## src/rtl/uart_pkg.sv

```systemverilog
// uart_pkg: receiver state encoding and default frame constants.
package uart_pkg;
  localparam int CLKS_PER_BIT_DEF = 10;
  localparam int DATA_BITS_DEF = 8;
  typedef enum logic [2:0] {IDLE, START, DATA, PARITY, STOP} rx_state_t;
endpackage

```

## src/rtl/uart_sync2.sv

```systemverilog
// uart_sync2: two-flop synchronizer with configurable reset value.
module uart_sync2 #(
  parameter logic RST_VAL = 1'b1
) (
  input  logic clk,
  input  logic rst,
  input  logic d,
  output logic q
);
  logic meta;
  always_ff @(posedge clk) begin
    if (rst) begin
      meta <= RST_VAL;
      q <= RST_VAL;
    end else begin
      meta <= d;
      q <= meta;
    end
  end
endmodule

```

## src/rtl/uart_rx.sv

```systemverilog
// uart_rx: UART receiver with valid/ready output and sticky overrun.
// Define UART_RX_PARITY_EN to expect one even-parity bit after the data bits.
module uart_rx
  import uart_pkg::*;
#(
  parameter int CLKS_PER_BIT = CLKS_PER_BIT_DEF,
  parameter int DATA_BITS = DATA_BITS_DEF
) (
  input  logic                 clk,
  input  logic                 rst,
  input  logic                 RXD,
  output logic [DATA_BITS-1:0] rx_data,
  output logic                 rx_valid,
  input  logic                 rx_ready,
  output logic                 frame_err,
  output logic                 overrun,
  output logic                 parity_err
);
  localparam logic [15:0] HALF = 16'(CLKS_PER_BIT / 2 - 1);
  localparam logic [15:0] FULL = 16'(CLKS_PER_BIT - 1);
  localparam logic [3:0] LAST = 4'(DATA_BITS - 1);
`ifdef UART_RX_PARITY_EN
  localparam rx_state_t AFTER_DATA = PARITY;
`else
  localparam rx_state_t AFTER_DATA = STOP;
`endif
  rx_state_t state, state_d;
  logic rxd_s, rxd_q, tick, stop, good, par_bad;
  logic [15:0] cnt;
  logic [3:0] bit_cnt;
  logic [DATA_BITS-1:0] shift;

  uart_sync2 #(.RST_VAL(1'b1)) u_sync (.clk(clk), .rst(rst), .d(RXD), .q(rxd_s));

  // START waits half a bit to land mid-bit; later samples are a full bit apart
  assign tick = cnt == (state == START ? HALF : FULL);
  assign stop = state == STOP && tick;
  assign good = stop && rxd_s && !par_bad;

  always_comb begin
    state_d = state;
    case (state)
      IDLE:    state_d = rxd_q && !rxd_s ? START : IDLE;
      START:   state_d = tick ? (rxd_s ? IDLE : DATA) : START;
      DATA:    state_d = tick && bit_cnt == LAST ? AFTER_DATA : DATA;
      PARITY:  state_d = tick ? STOP : PARITY;
      STOP:    state_d = tick ? IDLE : STOP;
      default: state_d = IDLE;
    endcase
  end

  always_ff @(posedge clk) begin
    if (rst) begin
      state <= IDLE;
      rxd_q <= 1'b1;
      cnt <= '0;
      bit_cnt <= '0;
      shift <= '0;
      rx_data <= '0;
      rx_valid <= 1'b0;
      frame_err <= 1'b0;
      overrun <= 1'b0;
    end else begin
      state <= state_d;
      rxd_q <= rxd_s;
      cnt <= state == IDLE || tick ? '0 : cnt + 16'd1;
      bit_cnt <= state == IDLE ? '0 : bit_cnt + 4'(state == DATA && tick);
      if (state == DATA && tick) shift <= {rxd_s, shift[DATA_BITS-1:1]};
      frame_err <= stop && !rxd_s;
      if (good) begin
        rx_data <= shift;
        rx_valid <= 1'b1;
        overrun <= overrun || (rx_valid && !rx_ready);
      end else if (rx_ready) begin
        rx_valid <= 1'b0;
      end
    end
  end

`ifdef UART_RX_PARITY_EN
  // par_bad is 1 when data plus parity bit hold an odd number of ones
  always_ff @(posedge clk) begin
    if (rst) begin
      par_bad <= 1'b0;
      parity_err <= 1'b0;
    end else begin
      if (state == PARITY && tick) par_bad <= ^{shift, rxd_s};
      parity_err <= stop && par_bad;
    end
  end
`else
  assign par_bad = 1'b0;
  assign parity_err = 1'b0;
`endif
endmodule

```

## config.mk

```make
export PLATFORM = sky130hd
export DESIGN_NAME = uart_rx
export DESIGN_NICKNAME = d
export VERILOG_FILES = /design/src/rtl/uart_pkg.sv /design/src/rtl/uart_sync2.sv /design/src/rtl/uart_rx.sv
export SDC_FILE = /design/constraint.sdc
export NUM_CORES = 1
export LEC_CHECK = 0
export BUFFER_PORTS_ARGS = -buffer_cell sky130_fd_sc_hd__buf_2
export CAP_MARGIN = 20
export CORE_ASPECT_RATIO = 2
export CORE_MARGIN = 2
export CORE_UTILIZATION = 52
export DETAILED_ROUTE_END_ITERATION = 6
export GPL_TIMING_DRIVEN = 0
export PLACE_DENSITY = 0.74
export SLEW_MARGIN = 10
export SYNTH_ARGS = -nofsm -noshare
export SYNTH_HDL_FRONTEND = slang
export SYNTH_SLANG_ARGS = --single-unit
```

## constraint.sdc

```tcl
create_clock -name clk -period 2.1 [get_ports clk]
set_clock_uncertainty 0.15 [all_clocks]
set_input_delay 0.42 -clock clk [delete_from_list [all_inputs] [get_ports clk]]
set_output_delay 0.42 -clock clk [all_outputs]
set_load 0.05 [all_outputs]
```

* Yosys cells after proc, flatten, opt, wreduce, memory -nomap -nowiden
Cells that the tools add are included.
** Cells by class
- Add/subtract/negate cells :: 2
- Eq/ne operators :: 6
- Mux-type cells :: 10
- Reductions and logical operators :: 15
** Operator list (count)
- $add A16 B1 Y16 const B :: 1
- $eq A16 B4 Y1 :: 1
- $pmux W3 S5 :: 1
- $mux W3 :: 3
- $logic_and A1 B1 Y1 :: 7
- $eq A3 B2 Y1 const B :: 2
- $add A4 B1 Y4 :: 1
- $eq A4 B3 Y1 const B :: 1
- $mux W2 :: 2
- $mux W4 :: 1
- $reduce_or A2 Y1 :: 2
- $eq A3 B1 Y1 const B :: 1
- $eq A3 B3 Y1 const B :: 1
- $logic_not A3 Y1 :: 1
- $mux W1 :: 3
- $logic_not A1 Y1 :: 2
- $logic_or A1 B1 Y1 :: 2
- $reduce_bool A2 Y1 :: 1
** Word-level totals
- Register bits :: 45
- Output and inout bits :: 12
- Logic and storage cells :: 44

* Longest topological paths before layout
- Word-level depth :: 6
- Mapped depth :: 10
- Depth with buffers taken out :: 8

* Modules after synthesis
Synthesis repeated with hierarchy kept, for this count alone.
** Unflattened totals
- Cell total of the unflattened synthesis :: 192
- Area, all modules :: 1865.5 um^2
** Modules (own cells, without submodules)
- uart_rx :: times used 1, cells each 188, area each 1813.0 um^2
- uart_sync2 :: times used 1, cells each 4, area each 52.6 um^2

* Worst setup path before layout
OpenSTA, ideal clock, no wires.
- Path type :: reg2reg
- From :: register state[0]
- To :: register bit_cnt[1]
- Library setup time :: 0.115 ns
- Arrival time :: 1.978 ns
- Data required time :: 1.835 ns
- Slack :: -0.143 ns
- Cell stages (with the launch flop) :: 10
- Buffers on the path :: 2
- Path through :: dfxtp_1 > buf_4 > nor3b_2 > mux2i_1 > or4_1 > buf_6 > clkinv_2 > ha_1 > ha_1 > and2_1
** Between the ends
- Cells in the longest elaborated chain, start to end :: 5
- Elaborated cells between the ends (all ways) :: 8
** Ends and longest elaborated chain
- start, declared :: RTL line uart_rx.sv:27 : rx_state_t state, state_d;
- start signal, assigned :: RTL line uart_rx.sv:64 : state <= state_d;
- $eq A3 B1 Y1 :: RTL line uart_rx.sv:36 : assign tick = cnt == (state == START ? HALF : FULL);
- $mux W4 :: RTL line uart_rx.sv:36
- $eq A16 B4 Y1 :: RTL line uart_rx.sv:36
- $logic_and A1 B1 Y1 :: RTL line uart_rx.sv:67 : bit_cnt <= state == IDLE ? '0 : bit_cnt + 4'(state == DATA && tick);
- $add A4 B1 Y4 :: RTL line uart_rx.sv:67
- end signal, assigned :: RTL line uart_rx.sv:67
- end, declared :: RTL line uart_rx.sv:30 : logic [3:0] bit_cnt;
Several ways; a longest one is shown, not always the timed one.
A chain may end at the register's enable or synchronous reset.

* Final worst setup path
- From :: register cnt[14]
- To :: register bit_cnt[3]
** Between the ends
- Cells in the longest elaborated chain, start to end :: 3
** Ends and longest elaborated chain
- start, declared :: RTL line uart_rx.sv:29 : logic [15:0] cnt;
- start signal, assigned :: RTL line uart_rx.sv:66 : cnt <= state == IDLE || tick ? '0 : cnt + 16'd1;
- $eq A16 B4 Y1 :: RTL line uart_rx.sv:36
- $logic_and A1 B1 Y1 :: RTL line uart_rx.sv:67
- $add A4 B1 Y4 :: RTL line uart_rx.sv:67
No other way between the ends.

==> run metrics <==
outcome finished, violations left; failing checks setup timing; Synth Area in Simple Gates 0.267; synthesized flop and latch total 45; area of the core 3570 um^2; Iteration-0 DRC Markers 22; Root Driver clkbuf_8; Netlist cell types 40; synthesized cell area 1910 um^2; Post-Synth Adder-Cell Area 0.0196; endpoint class of the critical path register; setup ws final -83.7 ps; gate count of the mapped netlist 196; number of global-route vias before repair 1446; Peak Freq 0.458 GHz; WL/cell 14.0 um; async set-reset flop share out of synthesis 0; Clock transition at path regs 80 ps; drt pass-1 iters 6; Seq/Total Area, Yosys 0.472; Synth Flop Type dfxtp_1; Final Cycle Share 1.04; Final Routed Wirelength 3.82 mm; Final Hold Fails 0; first-pass GRT wire length 5.99 mm; Setup crit start cnt[14]; initial antenna violation count 0; main combinational cell family by area after synthesis simple AND/OR/NAND/NOR gates; via/cell ratio 5.32; CTS tree yes; Inserted Clock Buffers 5; total of max-cap violations 0; IO buf count 13; number of enable flip-flop cells after synthesis 0; placed cell area 2080 um^2; WP data arrival 2260 ps; proportion of layout cells with a drive suffix above 1 0.263; Starting Density 0.535; GR Overflow Total 0; Leak 0.955 nW; mux contribution to synthesized area 0.0891; RSZ-0062 raised after global routing yes; largest net degree at the start of global routing 15; Synth Area in XOR/XNOR 0.0688; num rows 31; post-synth net total 203; post-DP HPWL 2.68 mm; Yosys warning total 0; Fin Setup TNS -245 ps; Pwr Density 704 nW/um^2; Layout area overhead 23.0%; Peak VDD IR 0.000608 V; DRC violations left 0; Crit Path Class register to register; Final ANT Viol Nets 0; htree depth 2; gr usage total 0.192; die area 4200 um^2; RePlAce Congestion 0.762; CTS Hold Bufs 0; # diodes 0; Chip Height 89.7 um; Final setup viols 3; worst hold start RXD; Finished Cell Area 2350 um^2; Via Count 1453; Critical Path RT 2180 ps; FF-to-FF Start cnt[14]; startpoint types register; Synth Area in Compound Gates 0.0413; CTS sink cnt 45; Nets 230; final max-slew violation count 0; die width 46.9 um; post-layout min period 2180 ps; Hold/Removal Path Class input pin to register; clk_lat worst skew 300 ps; CP max FO 2; Clock Path Buffers 2; Syn Area/Cell 9.75 um^2; io pins 16
-- kinds of logic (layout without fill, tap and decap cells) --
group | after synthesis | after routing
compound gates | 12 | 12
other cells | 1 | 1
fa+ha+maj | 3 | 3
mux | 17 | 17
buf+inv | 15 | 43
flops | 45 | 45
simple gates | 88 | 88
xor+xnor | 15 | 15
-- worst max-delay path: stages, from the launching register on --
cell      delay, ps
dfxtp_4         360
nor4_4          290
nand4_1         180
or4_4           580
clkinv_4         80
ha_4            140
nand3_1          80
xor2_1          150
nor3_1          110
-- cell type report --
type / count / area [um^2]
Inverter: 4 / 20.0
Clock inverter: 3 / 65.1
Buffer: 9 / 53.8
Fill cell: 299 / 1220
Multi-Input combinational cell: 136 / 1040
Tap cell: 49 / 61.3
Clock buffer: 5 / 68.8
Sequential cell: 45 / 913
Timing Repair Buffer: 22 / 130
-- per-stage QoR --
step           hold WS (ps)  worst slack [ps]  cells  power, W  utilization
3_3_place_gp            251              -218    258  0.000918        0.584
6_report                143             -83.7    273   0.00166        0.658
3_5_place_dp            248              -243    258  0.000919        0.584
5_1_grt                 146              -166    273   0.00170        0.658
2_1_floorplan           239             -13.7    196  0.000910            -
4_1_cts                 146              -126    269   0.00167        0.643
-- registers in the layout (all words and copies together), names as in the netlist --
register and cells:
u_sync.meta 1, cnt 16, overrun 1, state 3
rx_valid 1, u_sync.q 1, rxd_q 1, shift 8
bit_cnt 4, rx_data 8, frame_err 1
-- metal layers --
metal,track usage,wire length [um],vias up
li1,-,-,724
met1,0.160,1280,700
met4,0.0903,80,0
met3,0.0622,125,8
met5,0,0,-
met2,0.360,2340,21
-- synth_stat cells, drive strengths merged (2+ instances only) --
cell	n	share of area
dfxtp	45	0.47
nand2b	20	0.065
nor2	20	0.039
mux2i	17	0.089
xor2	12	0.055
nand4	7	0.023
buf	6	0.023
nand3	6	0.016
clkbuf	5	0.0098
nor3	5	0.013
and2	4	0.013
and4	4	0.018
nand2	4	0.0079
o21ai	4	0.010
a21oi	3	0.0079
ha	3	0.020
inv	3	0.0059
nor3b	3	0.014
xnor2	3	0.014
and3	2	0.0065
nor4	2	0.0065
o211ai	2	0.0079
or2	2	0.0065
or3	2	0.0065
or4	2	0.0079
-- what timing repair did --
item | 4_1_cts | 5_1_grt
hold endpoints to repair | 0 | 0
gates resized for setup | 11 | 7
cloned | 0 | 1
pin swaps | 3 | 4
setup endpoints to repair | 14 | 17
setup buffers | 3 | 5
-- worst paths after layout --
path | endpoint | slack (ps) | cells after the start
hold / removal | u_sync.meta | 140 | 2
setup / recovery | bit_cnt[3] | -80 | 8
setup reg to reg | bit_cnt[3] | -80 | 8
hold reg to reg | u_sync.q | 270 | 1
-- power breakdown --
| group | total, W | switching (W) | internal (W) |
|---|---|---|---|
| combinational | 0.0000416 | 0.0000234 | 0.0000181 |
| sequential | 0.000856 | 0.00000255 | 0.000854 |
| clock | 0.000757 | 0.000285 | 0.000472 |
| total | 0.00166 | 0.000311 | 0.00134 |
-- cell usage in the layout (no fill, tap or decap), types with 3 or more instances in the layout --
master	n
buf_2	15
nand4_1	7
o21ai_0	3
clkbuf_8	5
nor3_1	4
and4_1	4
nand2b_1	20
a21oi_1	3
buf_4	9
dfxtp_1	39
dfxtp_2	4
mux2i_1	16
inv_1	3
xor2_1	12
clkbuf_1	5
nand2_1	4
nor2_1	20
nand3_1	6
Power figures use the tool's default switching activity.
